File: src/rtl/clint_pkg.sv
// Shared definitions for the CLINT timer: register offsets and the address decode result.
package clint_pkg;

    localparam logic [15:0] MSIP_BASE     = 16'h0000;
    localparam logic [15:0] MTIMECMP_BASE = 16'h4000;
    localparam logic [15:0] MTIME_LO      = 16'hBFF8;
    localparam logic [15:0] MTIME_HI      = 16'hBFFC;
    localparam logic [15:0] ALIAS_BASE    = 16'hC000;

    // Wide enough for the largest legal hart count (16).
    localparam int HART_IDX_W = 4;

    typedef enum logic [2:0] {
        DEC_MSIP,
        DEC_CMP_LO,
        DEC_CMP_HI,
        DEC_MTIME_LO,
        DEC_MTIME_HI,
        DEC_ERR
    } dec_e;

endpackage

File: src/rtl/clint_addr_decode.sv
// Combinational APB address (and requesting hart) decode for the CLINT register map.
// CLINT_HART_ALIAS_EN adds the hart-local window at 0xC000 addressed through phartid.
module clint_addr_decode
    import clint_pkg::*;
#(
    parameter int N_HARTS = 2,
    parameter int W_PADDR = 16
) (
    input  logic [W_PADDR-1:0]    paddr,
    input  logic [31:0]           phartid,
    output dec_e                  dec_kind,
    output logic [HART_IDX_W-1:0] dec_hart
);

    localparam logic [31:0] N_HARTS_U = 32'(N_HARTS);

    logic [31:0] addr;
    logic        unused_bits;

    assign addr = 32'(paddr);

`ifdef CLINT_HART_ALIAS_EN
    assign unused_bits = ^addr[1:0];
`else
    assign unused_bits = ^{addr[1:0], phartid};
`endif

    // Out-of-range harts fall through to DEC_ERR just like unmapped offsets.
    always_comb begin
        dec_kind = DEC_ERR;
        dec_hart = '0;
        if (addr[31:16] == 16'h0000) begin
            if (addr[15:6] == MSIP_BASE[15:6] && {28'h0, addr[5:2]} < N_HARTS_U) begin
                dec_kind = DEC_MSIP;
                dec_hart = addr[5:2];
            end else if (addr[15:7] == MTIMECMP_BASE[15:7] && {28'h0, addr[6:3]} < N_HARTS_U) begin
                dec_kind = addr[2] ? DEC_CMP_HI : DEC_CMP_LO;
                dec_hart = addr[6:3];
            end else if (addr[15:2] == MTIME_LO[15:2]) begin
                dec_kind = DEC_MTIME_LO;
            end else if (addr[15:2] == MTIME_HI[15:2]) begin
                dec_kind = DEC_MTIME_HI;
            end
`ifdef CLINT_HART_ALIAS_EN
            else if (addr[15:4] == ALIAS_BASE[15:4] && phartid < N_HARTS_U) begin
                dec_hart = phartid[HART_IDX_W-1:0];
                if (addr[3:2] == 2'b00) begin
                    dec_kind = DEC_MSIP;
                end else if (addr[3:2] == 2'b10) begin
                    dec_kind = DEC_CMP_LO;
                end else if (addr[3:2] == 2'b11) begin
                    dec_kind = DEC_CMP_HI;
                end
            end
`endif
        end
    end

endmodule

File: src/rtl/apb_clint_timer.sv
// APB CLINT-style machine timer: free-running mtime, per-hart mtimecmp/msip and irq lines.
// Optional hart-local alias window is enabled with CLINT_HART_ALIAS_EN (see clint_addr_decode).
module apb_clint_timer
    import clint_pkg::*;
#(
    parameter int N_HARTS  = 2,
    parameter int W_PADDR  = 16,
    parameter int W_DATA   = 32,
    parameter int TICK_DIV = 1
) (
    input  logic               clk,
    input  logic               rst_n,
    input  logic [W_PADDR-1:0] apbs_paddr,
    input  logic               apbs_psel,
    input  logic               apbs_penable,
    input  logic               apbs_pwrite,
    input  logic [W_DATA-1:0]  apbs_pwdata,
    output logic               apbs_pready,
    output logic [W_DATA-1:0]  apbs_prdata,
    output logic               apbs_pslverr,
    input  logic [31:0]        apbs_phartid,
    output logic [N_HARTS-1:0] irq_mtip,
    output logic [N_HARTS-1:0] irq_msip
);

    localparam int                 PRESC_W   = (TICK_DIV > 1) ? $clog2(TICK_DIV) : 1;
    localparam logic [PRESC_W-1:0] PRESC_MAX = PRESC_W'(TICK_DIV - 1);

    dec_e                  dec_kind;
    logic [HART_IDX_W-1:0] dec_hart;
    logic                  dec_err;
    logic                  access;
    logic                  wr_en;
    logic                  rd_cap;
    logic                  rd_ack;
    logic                  mtime_wr;
    logic                  tick;
    logic [PRESC_W-1:0]    presc;
    logic [63:0]           mtime;
    logic [63:0]           mtimecmp [N_HARTS];
    logic [N_HARTS-1:0]    msip;
    logic [31:0]           rd_data;

    clint_addr_decode #(
        .N_HARTS (N_HARTS),
        .W_PADDR (W_PADDR)
    ) u_decode (
        .paddr    (apbs_paddr),
        .phartid  (apbs_phartid),
        .dec_kind (dec_kind),
        .dec_hart (dec_hart)
    );

    // Writes complete in a single access cycle; reads insert one wait state via rd_ack.
    assign access      = apbs_psel & apbs_penable;
    assign wr_en       = access & apbs_pwrite;
    assign rd_cap      = access & ~apbs_pwrite & ~rd_ack;
    assign apbs_pready = ~rd_cap;
    assign dec_err     = (dec_kind == DEC_ERR);
    assign mtime_wr    = wr_en & ((dec_kind == DEC_MTIME_LO) | (dec_kind == DEC_MTIME_HI));
    assign tick        = (presc == PRESC_MAX);

    // A software write to mtime restarts the tick period so the new value holds a full tick.
    always_ff @(posedge clk or negedge rst_n) begin
        if (!rst_n) begin
            presc <= '0;
        end else if (mtime_wr || tick) begin
            presc <= '0;
        end else begin
            presc <= presc + 1'b1;
        end
    end

    always_ff @(posedge clk or negedge rst_n) begin
        if (!rst_n) begin
            mtime <= '0;
        end else if (wr_en && dec_kind == DEC_MTIME_LO) begin
            mtime[31:0] <= apbs_pwdata;
        end else if (wr_en && dec_kind == DEC_MTIME_HI) begin
            mtime[63:32] <= apbs_pwdata;
        end else if (tick) begin
            mtime <= mtime + 64'd1;
        end
    end

    always_ff @(posedge clk or negedge rst_n) begin
        if (!rst_n) begin
            msip <= '0;
            for (int h = 0; h < N_HARTS; h++) begin
                mtimecmp[h] <= '1;
            end
        end else if (wr_en) begin
            for (int h = 0; h < N_HARTS; h++) begin
                if (dec_hart == HART_IDX_W'(h)) begin
                    case (dec_kind)
                        DEC_MSIP:   msip[h]               <= apbs_pwdata[0];
                        DEC_CMP_LO: mtimecmp[h][31:0]     <= apbs_pwdata;
                        DEC_CMP_HI: mtimecmp[h][63:32]    <= apbs_pwdata;
                        default:    ;
                    endcase
                end
            end
        end
    end

    always_ff @(posedge clk or negedge rst_n) begin
        if (!rst_n) begin
            irq_mtip <= '0;
            irq_msip <= '0;
        end else begin
            irq_msip <= msip;
            for (int h = 0; h < N_HARTS; h++) begin
                irq_mtip[h] <= (mtime >= mtimecmp[h]);
            end
        end
    end

    always_comb begin
        rd_data = '0;
        case (dec_kind)
            DEC_MTIME_LO: rd_data = mtime[31:0];
            DEC_MTIME_HI: rd_data = mtime[63:32];
            default: begin
                for (int h = 0; h < N_HARTS; h++) begin
                    if (dec_hart == HART_IDX_W'(h)) begin
                        if (dec_kind == DEC_MSIP) begin
                            rd_data = {31'h0, msip[h]};
                        end else if (dec_kind == DEC_CMP_LO) begin
                            rd_data = mtimecmp[h][31:0];
                        end else if (dec_kind == DEC_CMP_HI) begin
                            rd_data = mtimecmp[h][63:32];
                        end
                    end
                end
            end
        endcase
    end

    // pslverr reflects the most recent write or read capture and holds between accesses.
    always_ff @(posedge clk or negedge rst_n) begin
        if (!rst_n) begin
            apbs_prdata  <= '0;
            apbs_pslverr <= 1'b0;
            rd_ack       <= 1'b0;
        end else begin
            rd_ack <= rd_cap;
            if (rd_cap) begin
                apbs_prdata  <= rd_data;
                apbs_pslverr <= dec_err;
            end else if (wr_en) begin
                apbs_pslverr <= dec_err;
            end
        end
    end

endmodule

File: config.mk
export PLATFORM = sky130hd
export DESIGN_NAME = apb_clint_timer
export DESIGN_NICKNAME = d
export VERILOG_FILES = /design/src/rtl/clint_pkg.sv /design/src/rtl/clint_addr_decode.sv /design/src/rtl/apb_clint_timer.sv
export SDC_FILE = /design/constraint.sdc
export NUM_CORES = 1
export LEC_CHECK = 0
export ABC_AREA = 1
export BUFFER_PORTS_ARGS = -buffer_cell sky130_fd_sc_hd__buf_2
export CORE_ASPECT_RATIO = 0.8
export CORE_UTILIZATION = 62
export DETAILED_ROUTE_END_ITERATION = 8
export HOLD_SLACK_MARGIN = 0.1
export PLACE_DENSITY = 0.8
export SLEW_MARGIN = 20
export SYNTH_ARGS = -nofsm -noshare
export SYNTH_HDL_FRONTEND = slang
export SYNTH_SLANG_ARGS = --single-unit
File: constraint.sdc
create_clock -name clk -period 2.3 [get_ports clk]
set_input_delay 0.345 -clock clk [delete_from_list [all_inputs] [get_ports clk]]
set_output_delay 0.345 -clock clk [all_outputs]
set_load 0.01 [all_outputs]
Yosys cells after proc, flatten, opt, wreduce, memory -nomap -nowiden. Index checks and enable logic that the tools add are counted. Widths: inputs -> output; s select.

Flip-flop bits (word level): 233. Input bits: 85. Output and inout bits: 38. Word-level logic and storage cells: 83.

Add/sub/neg operators: 2. Order comparisons: 4. Eq/ne operators: 12. Muxes and demuxes: 23. Bitwise gates (word level): 11. Reductions and logical operators: 17.

Operator list (number): $mux 32 (11); $ge 64x64->1 (2); $add 64x1->64 const B (1); $mux 64 (1); $pmux 32 s2 (1); $eq 14x14->1 const B (2); $reduce_and 3->1 (6); $logic_not 10->1 (1); $eq 9x8->1 const B (1); $mux 3 (3); $lt 4x2->1 const B (2); $mux 4 (2); $eq 3x2->1 const B (2); $eq 3x3->1 const B (2); $and 1x1->1 (5); $not 1->1 (5); $eq 4x1->1 const B (1); $logic_and 1x1->1 (4); $logic_not 4->1 (1); $mux 1 (4); $ne 2x1->1 const B (2); $reduce_and 2->1 (2); $eq 3x1->1 const B (1); $logic_not 3->1 (1); 6 further kinds (6).

Logic depth before layout (Yosys ltp).
Depth in word-level cells: 15. Gate-level depth with buffers: 14. Depth with buffers taken out: 13.

Modules after synthesis. From an unflattened synthesis, not the netlist that was laid out.

Cells, all modules: 2220. Area total of the unflattened synthesis: 16065.4 µm².

By module, submodules not included: apb_clint_timer (instances 1, cells an instance 2176, area each 15864.0 µm², seq. area each 5990.7 µm²); clint_addr_decode (instances 1, cells an instance 44, area each 201.4 µm², seq. area each 0.0 µm²).

Worst setup path after synthesis. No wires, ideal clock.

Kind: flip-flop to flip-flop. From: register mtime[0]. To: register mtime[62]. Setup time: 0.130 ns. Data arrival time: 1.814 ns. Required time: 2.170 ns. Slack: 0.355 ns. Stages on the path, launching flop included: 13. Path buffers: 0. Period minus slack after synthesis: 1.945 ns. Cells stage by stage: dfrtp_1 ha_1 nand3_2 nor2_1 inv_1 nor2_1 inv_1 nor2_1 nand3_1 nand2_1 nand3_1 nand2_1 o21ai_0.

Word-level cells in the longest chain between the ends: 3.

Ends and longest elaborated chain: start: declaration (RTL line apb_clint_timer.sv:39) `logic [63:0] mtime;`; start signal: assignment (RTL line apb_clint_timer.sv:78) `mtime[31:0] <= apbs_pwdata;`; start signal: assignment (RTL line apb_clint_timer.sv:82) `mtime <= mtime + 64'd1;`; $add 64x1->64 (RTL line apb_clint_timer.sv:82); $mux 64 (RTL line apb_clint_timer.sv:81) `end else if (tick) begin`; $mux 32 (RTL line apb_clint_timer.sv:79) `end else if (wr_en && dec_kind == DEC_MTIME_HI) begin`.

No other way between the ends. The select of a mux whose other input is x is not followed. A chain may end at the register's enable or synchronous reset.

Worst setup path after layout.
From: register mtimecmp[111] (netlist name). To: register irq_mtip[0].

Word-level cells in the longest chain between the ends: 1.

Ends and longest elaborated chain: start: declaration (RTL line apb_clint_timer.sv:40) `logic [63:0] mtimecmp [N_HARTS];`; start signal: indexed assignment (RTL line apb_clint_timer.sv:97) `DEC_CMP_LO: mtimecmp[h][31:0] <= apbs_pwdata;`; start signal: indexed assignment (RTL line apb_clint_timer.sv:98) `DEC_CMP_HI: mtimecmp[h][63:32] <= apbs_pwdata;`; $ge 64x64->1 (RTL line apb_clint_timer.sv:113) `irq_mtip[h] <= (mtime >= mtimecmp[h]);`; end signal: indexed assignment (RTL line apb_clint_timer.sv:113); end: declaration (RTL line apb_clint_timer.sv:22) `output logic [N_HARTS-1:0] irq_mtip,`.

No other way between the ends.

==> results list <==
- The flow ran to the end, and the final reports show no timing, DRC or antenna violations.
- Static timing analysis puts the maximum clock frequency at approximately 440 MHz.
- List of cells traversed by the critical path: inv_1 -> ha_1 -> nand2_1 -> inv_1 -> nand3_1 -> nor2_1 -> nand3_1 -> nor2_1 -> nand4_1 -> nand3_1
- Broken down by cell family, the worst path's largest delay share belongs to simple AND/OR/NAND/NOR gates.
- Dividing the detail-routed wire length by the instance count gives 21.5 µm.
* Count of final max-slew check failures: 0
* Number of enable flip-flop cells after synthesis: 0
- Max Cap Violations: 0
* Cell Area, Synth: between 15000 and 20000 µm²
- Setup clock skew after layout: 0.0237 ns
- Worst reg2reg endpoint: irq_mtip[0]
- After legalization and detailed placement, the total HPWL measured about 46000 µm.
- Clock latency on the worst-skew pair: ~0.56 ns
- Worst reg-to-reg path cell count: 10
- Dividing the detail-routed via count by the number of cells gives between 6 and 7.
* Buffer cell driving the clock tree root: sky130_fd_sc_hd__clkbuf_16
- The first global-routing pass estimated around 94000 µm of wire.
- Number of antenna violations at the first check in global routing: 2
- Setup slack of the worst register-to-register path: roughly 0.040 ns
* Placement Cell Area: between 15000 and 20000 µm²
* Time the worst path needs with I/O delays and setup: about 2.3 ns
- For the pin with the worst max-slew slack, the measured transition is about 0.65 ns.
- Wires add up to ~60000 µm.
- At the end of routability-driven placement, the weighted congestion stood at 1.10.
* Area share of the largest cell type after synthesis: roughly a fifth
* Number of distinct library cells after synthesis: 44
- Num rows: 52
- Net count of the finished layout: approximately 2700
* Power Dens Cells: between 600 and 700 nW/µm²
- Clock tree synthesis inserted a total of 25 buffers.
- Summed over all instances, the cell type with the most area after synthesis is sky130_fd_sc_hd__dfstp_2.
- For this configuration, the core starts out at a cell density of roughly 64%.
- Count of buffers inserted at the top-level ports: 88
- In this run the number of H-tree levels came out at 1.
* Clock slew at reported path FFs: around 0.08 ns
- Once the clock tree was built, the setup fixing pass inserted 0 buffers.
- Post-layout worst setup margin: about 0.040 ns
* Startpoint of the most critical register-to-register path: mtimecmp[111]
- After routing the design area is 18800 µm².
- Slowest CP cell: sky130_fd_sc_hd__dfstp_2
- Most used cell along the critical path: sky130_fd_sc_hd__nand3_1
* Vias in the first global route: 17200
* Delay of the slowest cell on the worst path: 0.55 ns
- Mean Syn Cell Area: 7.15 µm²
* WP depth: 10
- Proportion of register bits with asynchronous set or reset after synthesis: between 90% and 100%
- The most critical setup path has its startpoint at mtimecmp[111].
- Buf/Inv on CP: 2
- Die W: between 150 and 200 µm
* GRT Total Usage: between 40% and 50%
- 1st-iter DRT viols: approximately 1700
* Share of post-route cells with drive strength above 1: ~17%
- In this run the remaining antenna-violating nets after routing total 0.
- The tree built by TritonCTS fans out to between 200 and 250 sinks.
- The cell count after synthesis came out at between 2000 and 2500.
* CP endpoint kind: register
* Post-placement setup slack: a little over 0.06 ns
* Max-slew headroom at the worst pin: a little under three fifths
- The setup path with the least slack is of type reg -> reg.
- Final setup fails: 0
* Count of yosys warnings during synthesis: 0
- TritonCTS built the clock tree.
* Static leakage power: 0.00847 µW
* Top cells by area in the synthesized netlist: sky130_fd_sc_hd__dfstp_2, sky130_fd_sc_hd__dfrtp_1, sky130_fd_sc_hd__nand2_1
- Hold/Removal Path Class: in -> reg
- Along the worst path, the maximum fanout reaches 3.
- Maximum number of pins on one net before global-route repair: 72
- Setup total negative slack on the finished layout was measured at 0 ns.
* Worst ir drop on vdd: about 620 µV
- Via count: 17700
- The floorplan step defined a die boundary enclosing 27100 µm².
- Startpoint kind of the worst setup timing path: register
- Number of design rule violations left after detail routing: 0
- The number of nets handed over by synthesis was about 2500.
- Die H: roughly 150 µm
- The area growth from synthesis to layout is 15.1%.
- The most used flip-flop cell after synthesis is sky130_fd_sc_hd__dfstp_2.
- STA puts the critical path data arrival time at about 2.8 ns.
* Register bit count reported by yosys: 233
* Seq/Total Area, Yosys: 36.6%
- Grt ovf: 0
- Top-Level Pins: roughly 120
- Before antenna repair, the detailed router went through 7 iterations.
- The clock passes through at most 3 buffers.
- The floorplan step defined a core boundary enclosing about 26000 µm².
- Setup repair after global routing missed its margin: no
* Endpoint of the worst setup timing path: irq_mtip[0]
- Layout Utilization: 73.5%
* Post-route fraction of the period consumed by the critical path: 98.3%
* Final Hold Fails: 0
* Worst path required time: about 2.8 ns
-- power by group --
part           switching [µW]  total, µW  internal [µW]
clock network            1730       4080           2350
registers                 434       4780           4350
logic                    1830       2860           1030
total                    3990      11700           7730
-- cell usage after synthesis (all sizes together), types with 2 or more instances --
cell type / instances
xor2: 25
ha: 129
nor2: 150
nand2: 667
clkbuf: 30
nand3b: 5
a21oi: 89
o22ai: 28
nand4: 80
nor4: 3
xnor2: 2
dfstp: 128
nor3: 43
o21a: 2
inv: 333
o21ai: 237
or2: 8
buf: 45
dfrtp: 105
o211ai: 20
nand3: 125
o221ai: 28
-- sequential cells by signal, summed over array words and instances, names as in the netlist --
signal	cells
irq_mtip	2
apbs_prdata	32
apbs_pslverr	1
mtime	64
mtimecmp	128
irq_msip	2
presc	1
rd_ack	1
msip	2
-- cells in the final DEF, fill, tap and decap left out, types with 20 or more instances in the layout --
master	n
sky130_fd_sc_hd__o21ai_0	130
sky130_fd_sc_hd__dfstp_2	128
sky130_fd_sc_hd__ha_1	129
sky130_fd_sc_hd__nand3_1	122
sky130_fd_sc_hd__o22ai_1	28
sky130_fd_sc_hd__o211ai_1	20
sky130_fd_sc_hd__nor2_1	138
sky130_fd_sc_hd__nor3_1	37
sky130_fd_sc_hd__dfrtp_1	102
sky130_fd_sc_hd__o21ai_1	107
sky130_fd_sc_hd__xor2_1	25
sky130_fd_sc_hd__nand4_1	80
sky130_fd_sc_hd__clkbuf_16	25
sky130_fd_sc_hd__buf_4	106
sky130_fd_sc_hd__inv_1	328
sky130_fd_sc_hd__o221ai_1	28
sky130_fd_sc_hd__buf_2	87
sky130_fd_sc_hd__a21oi_1	88
sky130_fd_sc_hd__nand2_1	661
-- timing repair --
| action | in CTS | in global routing |
|---|---|---|
| hold buffers | 10 | 0 |
| gates resized for setup | 0 | 15 |
| endpoints found under the hold margin | 41 | 0 |
| setup endpoints to repair | 0 | 8 |
-- kinds of logic after synthesis --
family | synth area share, %
simple gates | 28.3
compound gates | 13.8
buf+inv | 9.96
flops | 36.6
fa+ha+maj | 9.86
xor+xnor | 1.44
other cells | 0.0229
-- routing by layer --
metal	global-route usage, %	part of all wire, %	vias up
met2	68.4	43	1257
met4	17.1	4.1	0
met3	13.2	14	236
met1	62.3	39	8286
met5	0	0	-
li1	-	-	7875
-- per-stage QoR --
| step | power [µW] | std cells | hold WS [ns] |
|---|---|---|---|
| floorplan | 6360 | 2290 | 0.0494 |
| global placement | 7360 | 2770 | 0.341 |
| detailed placement | 7510 | 2770 | 0.346 |
| CTS | 11600 | 2825 | 0.105 |
| global route | 12200 | 2826 | 0.130 |
| finish | 11700 | 2828 | 0.117 |
-- area by class of cell --
class                      count  area [µm²]
multi-input combinational   1649        8800
fill                        1992        6790
sequential                   233        5990
timing repair buffer         214        1550
inverter                     333        1250
clock buffer                  37         711
tap                          351         439
clock inverter                 8        92.6
antenna                        3        7.51
-- worst min-delay path by stage --
| stage | cells after the start | to | start |
|---|---|---|---|
| final | 3 | mtime[37] | apbs_pwdata[5] |
| after global routing | 3 | mtime[37] | apbs_pwdata[5] |
| after CTS | 3 | mtime[37] | apbs_pwdata[5] |
| after detailed placement | 1 | apbs_prdata[6] | rst_n |
| after global placement | 1 | apbs_prdata[6] | rst_n |
| after floorplan | 0 | apbs_prdata[0] | rst_n |
-- tightest hold or removal path, stage by stage --
cell	delay, ns
sky130_fd_sc_hd__buf_2	0.11
sky130_fd_sc_hd__o211ai_1	0.09
sky130_fd_sc_hd__o21ai_0	0.07
(Power assumes the default switching activity.)
